**config.mk**
```make
export PLATFORM = sky130hd
export DESIGN_NAME = pipe_hazard_ctrl
export DESIGN_NICKNAME = d
export VERILOG_FILES = /design/src/rtl/pipe_ctrl_pkg.sv /design/src/rtl/load_use_detect.sv /design/src/rtl/pipe_hazard_ctrl.sv
export SDC_FILE = /design/constraint.sdc
export NUM_CORES = 1
export LEC_CHECK = 0
export CAP_MARGIN = 20
export CORE_MARGIN = 2
export CORE_UTILIZATION = 29
export CTS_BUF_LIST = sky130_fd_sc_hd__clkbuf_4 sky130_fd_sc_hd__clkbuf_8 sky130_fd_sc_hd__clkbuf_16
export CTS_CLUSTER_SIZE = 40
export DETAILED_ROUTE_END_ITERATION = 8
export GPL_TIMING_DRIVEN = 0
export PLACE_DENSITY = 0.77
export SLEW_MARGIN = 10
export SYNTH_ARGS = -nofsm -noshare
export SYNTH_HDL_FRONTEND = slang
export SYNTH_SLANG_ARGS = --single-unit
```
**constraint.sdc**
```tcl
create_clock -name clk_i -period 1.7 [get_ports clk_i]
set_input_delay 0.34 -clock clk_i [delete_from_list [all_inputs] [get_ports clk_i]]
set_output_delay 0.34 -clock clk_i [all_outputs]
set_load 0.03 [all_outputs]
```
**src/rtl/pipe_ctrl_pkg.sv**
```systemverilog
`default_nettype none
// ============================================================================
//  Module      : pipe_ctrl_pkg
//  Description : Shared types and constants for the pipeline hazard/stall
//                sequencer: sequencer state encoding, zero-register id and
//                performance counter width.
//  Revision    : 1.0 - initial release
// ============================================================================
package pipe_ctrl_pkg;

    typedef enum logic [1:0] {
        RUN      = 2'd0,
        MEM_WAIT = 2'd1,
        MEM_DONE = 2'd2
    } ctrl_state_t;

    localparam logic [4:0] REG_ZERO = 5'd0;
    localparam int         PERF_W   = 32;

    // True when a source register id names the given destination register.
    function automatic logic src_matches(input logic [4:0] rd, input logic [4:0] rs);
        return (rd == rs);
    endfunction

endpackage
`default_nettype wire

```
**src/rtl/load_use_detect.sv**
```systemverilog
`default_nettype none
// ============================================================================
//  Module      : load_use_detect
//  Description : Purely combinational load-use hazard compare between the
//                load in EX and the source operands of the instruction in ID.
//                Loads targeting x0 never create a dependency.
//  Revision    : 1.0 - initial release
// ============================================================================
module load_use_detect
    import pipe_ctrl_pkg::*;
(
    input  logic       memread,
    input  logic [4:0] rd,
    input  logic [4:0] rs1,
    input  logic [4:0] rs2,
    output logic       hazard
);

    // Hazard when a real destination register of a load feeds either ID source.
    always_comb begin
        hazard = memread && (rd != REG_ZERO) &&
                 (src_matches(rd, rs1) || src_matches(rd, rs2));
    end

endmodule
`default_nettype wire

```
**src/rtl/pipe_hazard_ctrl.sv**
```systemverilog
`default_nettype none
// ============================================================================
//  Module      : pipe_hazard_ctrl
//  Description : Central stall/flush sequencer for the 5-stage pipeline.
//                Freezes the pipeline while a data-cache miss is outstanding
//                (with timeout abort), inserts load-use bubbles and issues
//                branch flushes of IF/ID. Priority: stall > bubble > flush.
//                Build option PIPE_PERF_CNT_EN enables the three 32-bit perf
//                counters; otherwise those ports are tied to zero.
//  Revision    : 1.0 - initial release
// ============================================================================
module pipe_hazard_ctrl
    import pipe_ctrl_pkg::*;
#(
    parameter int MEM_TIMEOUT = 256,
    parameter int TO_W        = 9
) (
    input  logic              clk_i,
    input  logic              rst_n_i,
    input  logic              id_ex_memread_i,
    input  logic [4:0]        id_ex_rd_i,
    input  logic [4:0]        if_id_rs1_i,
    input  logic [4:0]        if_id_rs2_i,
    input  logic              branch_taken_i,
    input  logic              mem_req_i,
    input  logic              dcache_hit_i,
    input  logic              dcache_ack_i,
    output logic              pc_write_o,
    output logic              if_id_write_o,
    output logic              if_id_flush_o,
    output logic              id_ex_bubble_o,
    output logic              cpu_stall_o,
    output logic              err_timeout_o,
    output logic [PERF_W-1:0] stall_cyc_o,
    output logic [PERF_W-1:0] bubble_cnt_o,
    output logic [PERF_W-1:0] flush_cnt_o
);

    // Last wait-count value before the miss is abandoned.
    localparam logic [TO_W-1:0] C_TO_LAST = TO_W'(MEM_TIMEOUT - 1);

    ctrl_state_t     r_state;
    ctrl_state_t     w_state_next;
    logic [TO_W-1:0] r_to_cnt;
    logic [TO_W-1:0] w_to_cnt_next;
    logic            r_err;
    logic            w_err_set;
    logic            w_fsm_stall;
    logic            w_miss;
    logic            w_hazard;

    assign w_miss = mem_req_i & ~dcache_hit_i;

    load_use_detect u_load_use (
        .memread (id_ex_memread_i),
        .rd      (id_ex_rd_i),
        .rs1     (if_id_rs1_i),
        .rs2     (if_id_rs2_i),
        .hazard  (w_hazard)
    );

    // Sequencer state, wait counter and sticky timeout flag.
    always_ff @(posedge clk_i or negedge rst_n_i) begin
        if (!rst_n_i) begin
            r_state  <= RUN;
            r_to_cnt <= '0;
            r_err    <= 1'b0;
        end else begin
            r_state  <= w_state_next;
            r_to_cnt <= w_to_cnt_next;
            r_err    <= r_err | w_err_set;
        end
    end

    // Miss sequencing: a miss stalls in the same cycle it is seen; the fill
    // cycle after ack never stalls because the fill data is forwarded.
    always_comb begin
        w_state_next  = r_state;
        w_to_cnt_next = r_to_cnt;
        w_err_set     = 1'b0;
        w_fsm_stall   = 1'b0;
        case (r_state)
            RUN: begin
                if (w_miss) begin
                    w_fsm_stall   = 1'b1;
                    w_state_next  = MEM_WAIT;
                    w_to_cnt_next = '0;
                end
            end
            MEM_WAIT: begin
                w_fsm_stall   = 1'b1;
                w_to_cnt_next = r_to_cnt + TO_W'(1);
                if (dcache_ack_i) begin
                    w_state_next = MEM_DONE;
                end else if (r_to_cnt == C_TO_LAST) begin
                    w_err_set    = 1'b1;
                    w_state_next = RUN;
                end
            end
            MEM_DONE: begin
                w_state_next = RUN;
            end
            default: begin
                w_state_next = RUN;
            end
        endcase
    end

    // Pipeline controls by priority; reset forces the idle pattern so no
    // stale stall reaches the pipeline registers while they are held.
    always_comb begin
        pc_write_o     = 1'b1;
        if_id_write_o  = 1'b1;
        if_id_flush_o  = 1'b0;
        id_ex_bubble_o = 1'b0;
        cpu_stall_o    = 1'b0;
        if (rst_n_i) begin
            if (w_fsm_stall) begin
                cpu_stall_o   = 1'b1;
                pc_write_o    = 1'b0;
                if_id_write_o = 1'b0;
            end else if (w_hazard) begin
                id_ex_bubble_o = 1'b1;
                pc_write_o     = 1'b0;
                if_id_write_o  = 1'b0;
            end else if (branch_taken_i) begin
                if_id_flush_o = 1'b1;
            end
        end
    end

    assign err_timeout_o = r_err;

`ifdef PIPE_PERF_CNT_EN
    logic [PERF_W-1:0] r_stall_cyc;
    logic [PERF_W-1:0] r_bubble_cnt;
    logic [PERF_W-1:0] r_flush_cnt;

    // Event counters, wrapping, bumped on each cycle the event output is high.
    always_ff @(posedge clk_i or negedge rst_n_i) begin
        if (!rst_n_i) begin
            r_stall_cyc  <= '0;
            r_bubble_cnt <= '0;
            r_flush_cnt  <= '0;
        end else begin
            if (cpu_stall_o) begin
                r_stall_cyc <= r_stall_cyc + PERF_W'(1);
            end
            if (id_ex_bubble_o) begin
                r_bubble_cnt <= r_bubble_cnt + PERF_W'(1);
            end
            if (if_id_flush_o) begin
                r_flush_cnt <= r_flush_cnt + PERF_W'(1);
            end
        end
    end

    assign stall_cyc_o  = r_stall_cyc;
    assign bubble_cnt_o = r_bubble_cnt;
    assign flush_cnt_o  = r_flush_cnt;
`else
    assign stall_cyc_o  = '0;
    assign bubble_cnt_o = '0;
    assign flush_cnt_o  = '0;
`endif

endmodule
`default_nettype wire
```
-- After elaboration in Yosys (flattened, before gate mapping)
Index checks and enable logic that the tools add are counted.
- multiply operators: 0
- shift operators: 0
- bitwise operators: 3
- $add $sub $neg: 1
- reduce and logical (&&, ||, !) cells: 8
- mux-type cells: 23
- equal/unequal tests: 6
- $lt $le $gt $ge: 0
- div/mod/pow operators: 0
- operators with widths (operator ; number):
    9-bit one-hot mux with 2 select lines ; 1
    1-bit two-way mux ; 16
    5-bit == test ; 2
    9-bit by 1-bit adder with 9-bit output (second input constant) ; 1
    9-bit by 8-bit == test with 1-bit output (second input constant) ; 1
    9-bit two-way mux ; 1
    2-bit two-way mux ; 3
    5-bit nonzero test ; 1
    2-bit one-hot mux with 2 select lines ; 1
    2-bit AND reduction ; 2
    3-bit != test (second input constant) ; 1
    2-bit by 1-bit == test with 1-bit output (second input constant) ; 1
    1-bit logical AND ; 2
    2-bit zero test ; 1
    2-bit != test (second input constant) ; 1
    1-bit one-hot mux with 2 select lines ; 1
    2-bit nonzero test ; 1
    1-bit AND ; 1
    1-bit logical OR ; 1
    1-bit inverter ; 1
    1-bit bitwise OR ; 1
- logic and storage cells: 44
- bits in writable memories: 0
- latch bits: 0
- output and inout port bits: 102
- memories: 0
- input bits: 22
- register bits: 12
- bits in read-only memories: 0

-- Logic depth before layout (Yosys ltp)
- depth in word-level cells: 6
- depth in mapped cells: 8
- depth with buffers taken out: 8

-- Cells and area by module
From an unflattened synthesis, not the netlist that was laid out.
- cell total of the unflattened synthesis: 178
- area total of the unflattened synthesis: 1476.4 µm²
- modules (own cells, without submodules) (module ; instances ; cells each ; sequential area each (µm²) ; area each (µm²)):
    pipe_hazard_ctrl ; 1 ; 161 ; 300.3 ; 1351.3
    load_use_detect ; 1 ; 17 ; 0.0 ; 125.1

-- Worst setup path before layout
No wires, ideal clock.
- path type: input port to output port
- start: input port id_ex_rd_i[0]
- end: output port pc_write_o
- arrival: 1907 ps
- slack: -547 ps
- data required time: 1360 ps
- buffers on the path: 1
- stages: 4
- cells stage by stage: or4_1 > o21a_1 > a31oi_1 > buf_4
- word-level cells in the longest chain between the ends: 6
- elaborated cells on any way between the ends: 9
- classes of those cells: 2 x eq/ne; 3 x mux; 4 x reduce/logical
- ends and longest elaborated chain (item ; RTL line ; source):
    from (decl) ; pipe_hazard_ctrl.sv:21 ; input logic [4:0] id_ex_rd_i,
    5-bit == test or 5-bit nonzero test (tied branches) ; pipe_ctrl_pkg.sv:22, load_use_detect.sv:21 ;
    1-bit logical OR or 1-bit logical AND (tied branches) ; load_use_detect.sv:22, load_use_detect.sv:21 ;
    1-bit logical AND * ; load_use_detect.sv:21 ; hazard = memread && (rd != REG_ZERO) &&
    1-bit two-way mux * (3 in a row) ; -- ;
    to (decl) ; pipe_hazard_ctrl.sv:28 ; output logic pc_write_o,
Every way passes the cells marked *; elsewhere a longest branch is shown, timed or not.

-- Worst setup path after layout
- start: input port id_ex_rd_i[0]
- end: output port if_id_write_o
- word-level cells in the longest chain between the ends: 6
- elaborated cells on any way between the ends: 9
- classes of those cells: 2 x eq/ne; 3 x mux; 4 x reduce/logical
- ends and longest elaborated chain (item ; RTL line ; source):
    5-bit == test or 5-bit nonzero test (tied branches) ; pipe_ctrl_pkg.sv:22, load_use_detect.sv:21 ;
    1-bit logical OR or 1-bit logical AND (tied branches) ; load_use_detect.sv:22, load_use_detect.sv:21 ;
    1-bit logical AND * ; load_use_detect.sv:21 ;
    1-bit two-way mux * ; pipe_hazard_ctrl.sv:122 ; end else if (w_hazard) begin
    1-bit two-way mux * ; pipe_hazard_ctrl.sv:118 ; if (w_fsm_stall) begin
    1-bit two-way mux * ; pipe_hazard_ctrl.sv:117 ; if (rst_n_i) begin
    to (decl) ; pipe_hazard_ctrl.sv:29 ; output logic if_id_write_o,
Marked as above.

==> impl_metrics.tcl <==
set metrics [dict create \
    outcome "finished, violations left" \
    violations "setup timing" \
    fin_ws_ns -0.200 \
    synth_fa_ha_area_share_pct 1.71 \
    drive_gt1_share_pct 43.2 \
    start_util_pct 30.6 \
    synth_compound_area_share_pct 8.64 \
    vias_per_cell 3.28 \
    power_frac_clock_pct 21.7 \
    tightest_slew_ns 0.588 \
    antenna_found_initial 0 \
    finalCritPeriodShare_pct 112 \
    min_path_type "reg -> reg" \
    fillers 486 \
    ir_drop_uv 238 \
    synth_top_family_by_area "buffers and inverters" \
    p_per_area_nw_per_um2 601 \
    nNetsFinal 342 \
    pin_count 124 \
    power.switching_w 0.000601 \
    ant_nets 0 \
    syn-instance-count 182 \
    grt_pass1_wl_mm 4.39 \
    gp_congestion 0.701 \
    vias 1259 \
    grt-ovfl-total 0 \
    grt_max_degree 17 \
    die_area_um2 5630 \
    end_kind "output port" \
    synth.distinct_cells 27 \
    p_int_w 0.000837 \
    max_freq_mhz 526 \
    yosysSeqAreaShare_pct 20.5 \
    yosysWarnings 0 \
    track_usage_pct 9.81 \
    startpoint_type "primary input" \
    hold_viol_final 0 \
    layout_commonest_cell "buf_4" \
    cts-root-buf "clkbuf_8" \
    worstSkewPairLatency_ns 0.24 \
    rsz0062_at_grt "true" \
    clk_pin_slew_ns 0.05 \
    n_antenna_cell 0 \
    grt_pass1_vias 1115 \
    syn_area_um2 1460 \
    critPathKind "in -> out" \
    drt_iter0_markers 27 \
    p_comb_share_pct 53.9 \
    slew_viol_final 0 \
    hpwl_mm 2.57 \
    ctsHtreeMaxLevel 1 \
    critPathArrivalTime_ns 1.56 \
    drt-total-wl_mm 3.17 \
    post-route-util_pct 50.0 \
    clk_path_buf_depth 2 \
    relSlewSlack_pct 60.7 \
    whs_ns 0.474 \
    clock_sinks 12 \
    cts_tree "yes" \
    critPathRequiredTime_ns 1.36 \
    switching_share_pct 41.8 \
    syn2layout_area_growth_pct 63.6 \
    die_height_um 75.0 \
    setup_viol_count_final 4 \
    seq_power_share_pct 24.4 \
    numCtsBuffers 3 \
    drc 0 \
    synth-seq-cells 12 \
    avgSynthCellArea_um2 8.04 \
    fin_worst_skew_ns 0.00117 \
    first_pass_iters 4 \
    port-buffer-count 27 \
    cp_max_fo 3 \
    fin_crit_ns 1.90 \
    maxCapViolCount 0 \
    p_leak_nw 1.39 \
    avgRoutedWirePerCell_um 8.25 \
    synth_mux_area_share_pct 0 \
    synthXorXnorAreaFrac_pct 7.19 \
    final_cell_mix "buf_4 (104), conb_1 (96), dfrtp_1 (12)" \
    coreArea_um2 4790 \
    synth-simple-area-share_pct 10.1 \
    row_count 25 \
    die_w_um 75.0 \
]
[flip-flops by register name, summed over array words and instances (netlist names)]
name           count
err_timeout_o      1
r_state            2
r_to_cnt           9
[stage by stage]
step / instance area, um^2 / power, W / setup WS (ns) / instances / TNS (ns)
global route: 2390 / 0.00152 / -0.236 / 384 / -0.845
finish: 2390 / 0.00144 / -0.200 / 384 / -0.656
floorplan: 1840 / 0.000930 / -0.179 / 277 / -0.263
CTS: 2300 / 0.00140 / -0.283 / 378 / -0.918
global placement: 2200 / 0.00103 / -1.17 / 371 / -5.63
detailed placement: 2200 / 0.00105 / -1.19 / 371 / -5.94
[layout make-up]
cell class | instances | area, um^2 | share of cell area, %
Inverter | 5 | 18.8 | 0.785
Sequential cell | 12 | 300 | 12.6
Timing Repair Buffer | 36 | 315 | 13.2
Tap cell | 67 | 83.8 | 3.50
Multi-Input combinational cell | 161 | 870 | 36.3
Clock buffer | 4 | 55.1 | 2.30
Buffer | 99 | 749 | 31.3
[worst max-delay path, cell delays in order]
cell and delay (ns):
buf_8 0.09, or4_4 0.52, o21a_4 0.23, a31oi_4 0.15
buf_2 0.23
[per-layer routing]
metal | vias to the layer above | routed length, um | share of wire (%) | GRT usage, %
met5 | - | 0 | 0 | 0
met4 | 0 | 12 | 0.38 | 2.38
met3 | 2 | 393 | 12 | 3.35
met2 | 65 | 1710 | 54 | 19.9
met1 | 528 | 1050 | 33 | 9.24
li1 | 664 | - | - | -
[power groups by stage]
stage | registers (W) | clock network, W | logic [W]
after detailed placement | 0.000354 | 0 | 0.000696
after floorplan | 0.000345 | 0 | 0.000585
after CTS | 0.000350 | 0.000323 | 0.000725
after global routing | 0.000354 | 0.000340 | 0.000830
final | 0.000350 | 0.000312 | 0.000776
after global placement | 0.000350 | 0 | 0.000685
[worst paths after layout]
kind	startpoint	to	slack [ns]	cells after the start
worst max-delay path	id_ex_rd_i[0]	if_id_write_o	-0.20	5
worst min-delay path	err_timeout_o	err_timeout_o	0.47	1
worst max register to register	r_to_cnt[0]	r_state[0]	0.05	8
worst min register to register	err_timeout_o	err_timeout_o	0.47	1
max in group asynchronous	rst_n_i	r_to_cnt[6]	0.59	2
min in group asynchronous	rst_n_i	r_to_cnt[3]	0.73	2
[synth_stat cells, drive strengths merged]
master / number / share of area, %
dfrtp: 12 / 21
o22ai: 1 / 0.43
or4: 1 / 0.51
o21a: 1 / 0.51
nand2b: 1 / 0.43
a22o: 1 / 0.60
and4: 2 / 1.2
xor2: 1 / 0.60
a21oi: 4 / 1.4
ha: 2 / 1.7
o21ai: 11 / 3.8
nand3: 5 / 1.7
inv: 5 / 1.3
buf: 97 / 50
nand4: 1 / 0.43
and3: 3 / 1.3
nor3: 1 / 0.34
nor2b: 1 / 0.43
a31oi: 2 / 0.86
clkbuf: 2 / 0.51
nor2: 5 / 1.3
nand2: 8 / 2.1
o21bai: 1 / 0.51
or3: 1 / 0.43
xnor2: 11 / 6.6
a31o: 1 / 0.60
conb: 1 / 0.26
[cell families after synthesis]
| kind of cell | after synthesis |
|---|---|
| buf+inv | 104 |
| simple gates | 29 |
| compound gates | 22 |
| xor+xnor | 12 |
| flops | 12 |
| fa+ha+maj | 2 |
| other cells | 1 |
[repair_timing]
action / 4_1_cts / 5_1_grt
setup endpoints to repair: 8 / 8
gates cloned: 0 / 0
hold buffers: 0 / 1
setup buffers: 3 / 5
pin swaps: 19 / 12
endpoints found under the hold margin: 0 / 12
gates resized for setup: 78 / 16
Power figures use the tool's default switching activity.
